<file path="src/rtl/i2c_eeprom_master_if.sv">
// Register-side and pad-side signals of the AT24C02 I2C engine.
// master: the bit engine; slave: register block plus pads.
interface i2c_eeprom_master_if;
    logic [31:0] i2c_data0;
    logic [31:0] i2c_data1;
    logic        i2c_start;
    logic [31:0] i2c_data2;
    logic        i2c_busy;
    logic        scl_oen;
    logic        sda_oen;
    logic        sda_i;

    modport master (
        input  i2c_data0, i2c_data1, i2c_start, sda_i,
        output i2c_data2, i2c_busy, scl_oen, sda_oen
    );

    modport slave (
        output i2c_data0, i2c_data1, i2c_start, sda_i,
        input  i2c_data2, i2c_busy, scl_oen, sda_oen
    );
endinterface

</file>
<file path="src/rtl/i2c_eeprom_master.sv">
// Bit-level I2C master for AT24C02 byte write and random read.
// Each bus slot is four quarter periods of CLK_DIV clocks.
module i2c_eeprom_master #(
    parameter int CLK_DIV = 125
) (
    input  logic                       s_axi_aclk,
    input  logic                       s_axi_aresetn,
    i2c_eeprom_master_if.master        bus
);
    typedef enum logic [2:0] {
        IDLE, START, TX_BYTE, RX_ACK,
        RSTART, RX_BYTE, TX_NACK, STOP
    } state_t;

    localparam logic [15:0] DIV_LAST = 16'(CLK_DIV - 1);

    state_t      r_state;
    logic [15:0] r_div;
    logic [1:0]  r_q;
    logic [2:0]  r_bit;
    logic [1:0]  r_byte;
    logic [7:0]  r_sh;
    logic [6:0]  r_addr;
    logic [7:0]  r_mem;
    logic [7:0]  r_wdata;
    logic        r_rd;
    logic        r_busy;
    logic        r_scl;
    logic        r_sda;
    logic [9:0]  r_d2;
    logic        w_tick;
    logic        w_unused;

    assign w_tick        = r_busy && (r_div == DIV_LAST);
    assign bus.i2c_data2 = {22'd0, r_d2};
    assign bus.i2c_busy  = r_busy;
    assign bus.scl_oen   = r_scl;
    assign bus.sda_oen   = r_sda;
    assign w_unused      = ^{bus.i2c_data0[31:17], bus.i2c_data0[0],
                             bus.i2c_data1[31:8]};

    // Sequencer: outputs for each quarter are loaded on the tick that starts it.
    always_ff @(posedge s_axi_aclk or negedge s_axi_aresetn) begin
        if (!s_axi_aresetn) begin
            r_state <= IDLE;
            r_div   <= '0;
            r_q     <= '0;
            r_bit   <= '0;
            r_byte  <= '0;
            r_sh    <= '0;
            r_addr  <= '0;
            r_mem   <= '0;
            r_wdata <= '0;
            r_rd    <= 1'b0;
            r_busy  <= 1'b0;
            r_scl   <= 1'b1;
            r_sda   <= 1'b1;
            r_d2    <= '0;
        end else if (!r_busy) begin
            if (bus.i2c_start) begin
                r_busy     <= 1'b1;
                r_state    <= START;
                r_q        <= '0;
                r_div      <= '0;
                r_bit      <= '0;
                r_byte     <= '0;
                r_addr     <= bus.i2c_data0[7:1];
                r_mem      <= bus.i2c_data0[15:8];
                r_rd       <= bus.i2c_data0[16];
                r_wdata    <= bus.i2c_data1[7:0];
                r_d2[9:8]  <= 2'b00;
            end
        end else begin
            r_div <= w_tick ? 16'd0 : r_div + 16'd1;
            if (w_tick) begin
                r_q <= r_q + 2'd1;
                if (r_q != 2'd3) begin
                    // Within a slot only SCL toggles, plus the START/STOP SDA edges.
                    r_scl <= (r_q != 2'd2) || (r_state == STOP);
                    if ((r_state == START || r_state == RSTART) && r_q == 2'd1)
                        r_sda <= 1'b0;
                    if (r_state == STOP && r_q == 2'd2)
                        r_sda <= 1'b1;
                    if (r_q == 2'd2) begin
                        if (r_state == RX_ACK && bus.sda_i)
                            r_d2[8] <= 1'b1;
                        if (r_state == RX_BYTE)
                            r_sh <= {r_sh[6:0], bus.sda_i};
                    end
                end else begin
                    r_scl <= 1'b0;
                    r_sda <= 1'b1;
                    case (r_state)
                        START: begin
                            r_state <= TX_BYTE;
                            r_bit   <= 3'd7;
                            r_sh    <= {r_addr, 1'b0};
                            r_sda   <= r_addr[6];
                        end
                        TX_BYTE: begin
                            if (r_bit == 3'd0) begin
                                r_state <= RX_ACK;
                            end else begin
                                r_bit <= r_bit - 3'd1;
                                r_sh  <= {r_sh[6:0], 1'b0};
                                r_sda <= r_sh[6];
                            end
                        end
                        RX_ACK: begin
                            if (r_d2[8]) begin
                                r_state <= STOP;
                                r_sda   <= 1'b0;
                            end else if (r_byte == 2'd0) begin
                                r_byte  <= 2'd1;
                                r_state <= TX_BYTE;
                                r_bit   <= 3'd7;
                                r_sh    <= r_mem;
                                r_sda   <= r_mem[7];
                            end else if (r_byte == 2'd1 && !r_rd) begin
                                r_byte  <= 2'd2;
                                r_state <= TX_BYTE;
                                r_bit   <= 3'd7;
                                r_sh    <= r_wdata;
                                r_sda   <= r_wdata[7];
                            end else if (r_byte == 2'd1) begin
                                r_byte  <= 2'd2;
                                r_state <= RSTART;
                            end else if (r_rd) begin
                                r_state <= RX_BYTE;
                                r_bit   <= 3'd7;
                            end else begin
                                r_state <= STOP;
                                r_sda   <= 1'b0;
                            end
                        end
                        RSTART: begin
                            r_state <= TX_BYTE;
                            r_bit   <= 3'd7;
                            r_sh    <= {r_addr, 1'b1};
                            r_sda   <= r_addr[6];
                        end
                        RX_BYTE: begin
                            if (r_bit == 3'd0) begin
                                r_state   <= TX_NACK;
                                r_d2[7:0] <= r_sh;
                            end else begin
                                r_bit <= r_bit - 3'd1;
                            end
                        end
                        TX_NACK: begin
                            r_state <= STOP;
                            r_sda   <= 1'b0;
                        end
                        default: begin
                            r_state <= IDLE;
                            r_busy  <= 1'b0;
                            r_d2[9] <= (r_state == STOP);
                            r_scl   <= 1'b1;
                            r_sda   <= 1'b1;
                        end
                    endcase
                end
            end
        end
    end
endmodule

</file>
<file path="src/flat_wrapper.sv">
// flat-port wrapper written by rule: the top's interface ports become plain ports
module i2c_eeprom_master_flat 
#(
    parameter int CLK_DIV = 125
)
  (s_axi_aclk, s_axi_aresetn, bus_i2c_data0, bus_i2c_data1, bus_i2c_start, bus_sda_i, bus_i2c_data2, bus_i2c_busy, bus_scl_oen, bus_sda_oen);
  i2c_eeprom_master_if bus_i ();
  input  logic s_axi_aclk;
  input  logic s_axi_aresetn;
  input wire logic [$bits(bus_i.i2c_data0)-1:0] bus_i2c_data0;
  input wire logic [$bits(bus_i.i2c_data1)-1:0] bus_i2c_data1;
  input wire logic [$bits(bus_i.i2c_start)-1:0] bus_i2c_start;
  input wire logic [$bits(bus_i.sda_i)-1:0] bus_sda_i;
  output wire logic [$bits(bus_i.i2c_data2)-1:0] bus_i2c_data2;
  output wire logic [$bits(bus_i.i2c_busy)-1:0] bus_i2c_busy;
  output wire logic [$bits(bus_i.scl_oen)-1:0] bus_scl_oen;
  output wire logic [$bits(bus_i.sda_oen)-1:0] bus_sda_oen;
  assign bus_i.i2c_data0 = bus_i2c_data0;
  assign bus_i.i2c_data1 = bus_i2c_data1;
  assign bus_i.i2c_start = bus_i2c_start;
  assign bus_i.sda_i = bus_sda_i;
  assign bus_i2c_data2 = bus_i.i2c_data2;
  assign bus_i2c_busy = bus_i.i2c_busy;
  assign bus_scl_oen = bus_i.scl_oen;
  assign bus_sda_oen = bus_i.sda_oen;
  i2c_eeprom_master #(.CLK_DIV(CLK_DIV)) u_core (.s_axi_aclk(s_axi_aclk), .s_axi_aresetn(s_axi_aresetn), .bus(bus_i));
endmodule
</file>
<file path="config.mk">
export PLATFORM = sky130hd
export DESIGN_NAME = i2c_eeprom_master_flat
export DESIGN_NICKNAME = d
export VERILOG_FILES = /design/src/rtl/i2c_eeprom_master_if.sv /design/src/rtl/i2c_eeprom_master.sv /design/src/flat_wrapper.sv
export SDC_FILE = /design/constraint.sdc
export NUM_CORES = 1
export LEC_CHECK = 0
export CAP_MARGIN = 5
export CORE_ASPECT_RATIO = 1.2
export CORE_MARGIN = 5
export CORE_UTILIZATION = 50
export CTS_BUF_LIST = sky130_fd_sc_hd__clkbuf_4 sky130_fd_sc_hd__clkbuf_8
export CTS_CLUSTER_SIZE = 40
export DETAILED_ROUTE_END_ITERATION = 12
export PLACE_DENSITY = 0.84
export SKIP_CTS_REPAIR_TIMING = 1
export SLEW_MARGIN = 20
export SYNTH_ARGS = -nofsm -noshare
export SYNTH_HDL_FRONTEND = slang
export SYNTH_SLANG_ARGS = --single-unit
</file>
<file path="constraint.sdc">
create_clock -name s_axi_aclk -period 3.15 [get_ports s_axi_aclk]
set_clock_uncertainty 0.05 [all_clocks]
set_input_delay 0.63 -clock s_axi_aclk [delete_from_list [all_inputs] [get_ports s_axi_aclk]]
set_output_delay 0.63 -clock s_axi_aclk [all_outputs]
set_load 0.05 [all_outputs]
</file>
[Word level (Yosys, flattened, before mapping)]
Cells that the tools add are included.
Storage, ports and cells
  bits in registers: 71
  input port bits: 68
  output and inout port bits: 35
  word-level logic and storage cells: 154
Operators by class
  $add $sub $neg: 3
  eq/ne operators: 35
  muxes and demuxes: 72
  bitwise logic cells: 2
  reduce and logical (&&, ||, !) cells: 26
Operators by type and width (number)
  $mux W8: 10
  $mux W3: 20
  $mux W16: 3
  $pmux W8 S4: 1
  $mux W2: 13
  $ne A2 B2 Y1 const B: 12
  $mux W1: 21
  $ne A3 B3 Y1 const B: 6
  $add A16 B1 Y16 const B: 1
  $eq A16 B7 Y1 const B: 1
  $reduce_and A8 Y1: 2
  $pmux W3 S5: 1
  $reduce_and A5 Y1: 3
  $eq A3 B3 Y1 const B: 4
  $mux W10: 1
  $pmux W3 S3: 1
  $ne A4 B4 Y1 const B: 2
  $eq A3 B2 Y1 const B: 2
  $reduce_and A2 Y1: 3
  $reduce_and A6 Y1: 1
  $reduce_or A6 Y1: 1
  $logic_and A1 B1 Y1: 5
  $ne A5 B4 Y1 const B: 1
  $ne A5 B5 Y1 const B: 1
  18 further kinds: 22

[Longest topological paths before layout]
  depth after elaboration: 9
  gate-level depth with buffers: 8

[Worst setup path after synthesis]
Ideal clock, no wire load.
  path type: flip-flop to flip-flop
  start point: register u_core.r_div[9]
  end point: register u_core.r_d2[0]
  arrival time: 2.330 ns
  required time: 2.975 ns
  path slack: 0.645 ns
  cell stages (with the launch flop): 5
  path through: dfrtp_1 or4_4 or4_4 nor4_4 mux2_2
On the way
  longest elaborated chain between the ends: 3
RTL lines
  from (decl): line i2c_eeprom_master.sv:18  | logic [15:0] r_div;
  from (signal assigned): line i2c_eeprom_master.sv:74  | r_div <= w_tick ? 16'd0 : r_div + 16'd1;
  $eq A16 B7 Y1: line i2c_eeprom_master.sv:34  | assign w_tick = r_busy && (r_div == DIV_LAST);
  $logic_and A1 B1 Y1: line i2c_eeprom_master.sv:34
  $reduce_and A5 Y1 (no line)
  to (signal assigned): line i2c_eeprom_master.sv:145  | r_d2[7:0] <= r_sh;
  to (decl): line i2c_eeprom_master.sv:30  | logic [9:0] r_d2;
No other way between the ends.
A chain may end at the register's enable or synchronous reset.

[Worst setup path after layout]
  start point: register u_core.r_busy (netlist: u_core.bus.i2c_busy)
  end point: output bus_i2c_busy
RTL lines
  from (decl): line i2c_eeprom_master.sv:27  | logic r_busy;
  from (signal assigned): line i2c_eeprom_master.sv:55  | r_busy <= 1'b0;
  from (signal assigned): line i2c_eeprom_master.sv:61  | r_busy <= 1'b1;
  from (signal assigned): line i2c_eeprom_master.sv:156  | r_busy <= 1'b0;
  to (decl): line flat_wrapper.sv:15  | output wire logic [$bits(bus_i.i2c_busy)-1:0] bus_i2c_busy;
No word-level cell between the ends.

==> flow_metrics.tcl <==
set metrics [dict create \
    first_iter_violations 207 \
    cp_top_family "buffers and inverters" \
    multi_input_area_um2 1920 \
    grt_max_degree 38 \
    clk_root_buffer_cell "clkbuf_8" \
    fp.coreArea_um2 7660 \
    synth_common_cells "110 x nand2_1, 69 x dfrtp_1, 36 x o21ai_0, 22 x buf_4, 20 x clkbuf_1" \
    clk_latency_ns 0.35 \
    grt_use_total_pct 18.5 \
    num_rows 35 \
    drv_cap 0 \
    synth_top_area_cell "dfrtp_1" \
    htree_levels 3 \
    dpl.hpwl_mm 6.37 \
    cts_made_buffers 9 \
    register_area_um2 1780 \
    grt_pass1_vias 3243 \
    grt_overflow 0 \
    dieArea_um2 9710 \
    initial_core_util_pct 51.1 \
    synth_top_area_share_pct 44.1 \
    crit_path_cell_trace "clkdlybuf4s50_1" \
    cellLeakagePower_nw 2.00 \
    ant_nets 0 \
    io_buffers 40 \
    grt_pass1_wl_mm 14.8 \
    p_per_area_nw_per_um2 481 \
    postSynthCellCount 444 \
    ir_drop_mv 0.299 \
    avgSynthCellArea_um2 8.82 \
    critPathMaxStageDelay_ns 0.92 \
    cp.required_ns 2.47 \
    post_drt_wl_per_cell_um 15.1 \
    end_kind "output pin" \
    nets 554 \
    synth_edf_count 0 \
    ys_seq_area_share_pct 45.4 \
    clockBufferDepth 2 \
    drc_errors 0 \
    n_antenna_cell 0 \
    vias 3300 \
    die_w_um 90.8 \
    ys_ff_latch 71 \
    worst_path_max_delay_cell "clkdlybuf4s50_1" \
    fill_cells 658 \
    synth_cell_types 59 \
    antenna_found_initial 0 \
    avgViaCountPerCell 5.73 \
    setup_viol 0 \
    die_y_um 107 \
    stdcell_count 576 \
    report.final.hold_viol_count 0 \
    place_congestion 0.883 \
    pin_count 103 \
    synthFlopType "dfrtp_1" \
    dp.cells 560 \
    period_minus_slack_ns 2.71 \
    fmax_mhz 369 \
    drive_gt1_share_pct 8.88 \
    status "finished, final reports clean" \
    tns_ns 0 \
    dr.pass1.iters 6 \
    min_period_over_period_pct 86.1 \
    clk_pin_slew_worst_paths_ns 0.08 \
    cp_max_fo 21 \
    critical_path_buf_inv_count 1 \
    relSlewSlack_pct 45.9 \
    routed_wl_mm 8.70 \
    crit_path_start_kind "flip-flop" \
    finalWorstSetupSlack_ns 0.438 \
    clock-sinks 71 \
    slew_viol_final 0 \
    yosysWarnings 0 \
    yosysMostFrequentCell "nand2_1" \
    syn_to_final_growth_pct 15.5 \
    cp.arrival_ns 2.03 \
    timing_worst_setup_path_type "flip-flop to output pin" \
    worstMarginPinSlew_ns 0.808 \
    total_power_w 0.00218 \
    yosys-top-cells-area "dfrtp_1 44%, nand2_1 11%, o21ai_0 4.6%" \
    synthArstFlopShare_pct 100 \
    cts_tree "built" \
    r2r_setup_slack_ns 0.44 \
    syn_area_um2 3920 \
    rsz0062_at_grt "false" \
    final_util_pct 59.0 \
    dpl_worst_slack_ns 0.452 \
    min_path_type "primary input to async pin" \
]
==> layout by cell type (no fill, tap or decap), drive strengths merged, types with 7 or more instances in the layout <==
master           n
o31ai            7
mux2            10
dfrtp           69
nand3b           7
nand2          110
nor2            14
nor3             8
o21ai           37
and3             7
nand4            7
conb            22
a21oi           17
clkdlybuf4s50   39
buf              9
nand3           14
ha               7
inv             11
mux2i            8
a22oi            7
clkbuf           9
==> area by class of cell <==
class,count,area share [%]
clock buffers,9,2.74
well taps,92,2.54
flip-flops and latches,71,39.3
multi-input cells,338,42.5
inverters,11,0.913
repair buffers,48,10.3
clock inverters,7,1.60
==> worst paths after layout <==
kind	from	end	cells after the start
max in group asynchronous	s_axi_aresetn	u_core.r_div[2]	2
hold / removal	s_axi_aresetn	u_core.r_div[14]	1
setup / recovery	u_core.bus.i2c_busy	bus_i2c_busy	1
hold reg to reg	u_core.r_mem[7]	u_core.r_mem[7]	2
min in group s_axi_aclk	u_core.r_mem[7]	u_core.r_mem[7]	2
setup reg to reg	u_core.r_div[9]	u_core.r_d2[4]	4
==> state kept, by name (all words and copies together) (netlist names) <==
signal and cells:
u_core.bus.sda_oen 1, u_core.r_wdata 8, u_core.bus.scl_oen 1, u_core.r_bit 3
u_core.r_state 3, u_core.r_mem 8, u_core.r_addr 7, u_core.r_q 2
u_core.r_rd 1, u_core.r_div 16, u_core.r_d2 10, u_core.r_sh 8
u_core.bus.i2c_busy 1, u_core.r_byte 2
==> power by group <==
part           leakage (nW)  total [W]  switching (W)  internal (W)
combinational          1.01   0.000347       0.000210      0.000137
sequential            0.901    0.00111       0.000104       0.00100
clock                0.0956   0.000725       0.000359      0.000367
==> cell families (layout without fill, tap and decap cells) <==
| group | Yosys count | after routing | share of synthesized area [%] |
|---|---|---|---|
| other cells | 1 | 22 | 0.0958 |
| xor+xnor | 1 | 1 | 0.224 |
| flops | 71 | 71 | 45.4 |
| simple gates | 196 | 196 | 24.4 |
| compound gates | 94 | 94 | 15.1 |
| fa+ha+maj | 7 | 7 | 2.24 |
| buf+inv | 56 | 75 | 7.51 |
| mux | 18 | 18 | 4.92 |
==> metrics by stage <==
stage / cell area (um2) / hold slack, ns
after floorplan: 4000 / 0.284
after global placement: 4330 / 0.409
after detailed placement: 4330 / 0.413
after CTS: 4520 / 0.325
after global routing: 4520 / 0.364
final: 4520 / 0.311
==> per-layer routing <==
layer,global-route usage [%],wire length [um]
met5,0,0
met3,3.02,412
met2,31.7,4640
met4,9.96,204
met1,22.2,3450
Power figures use the tool's default switching activity.
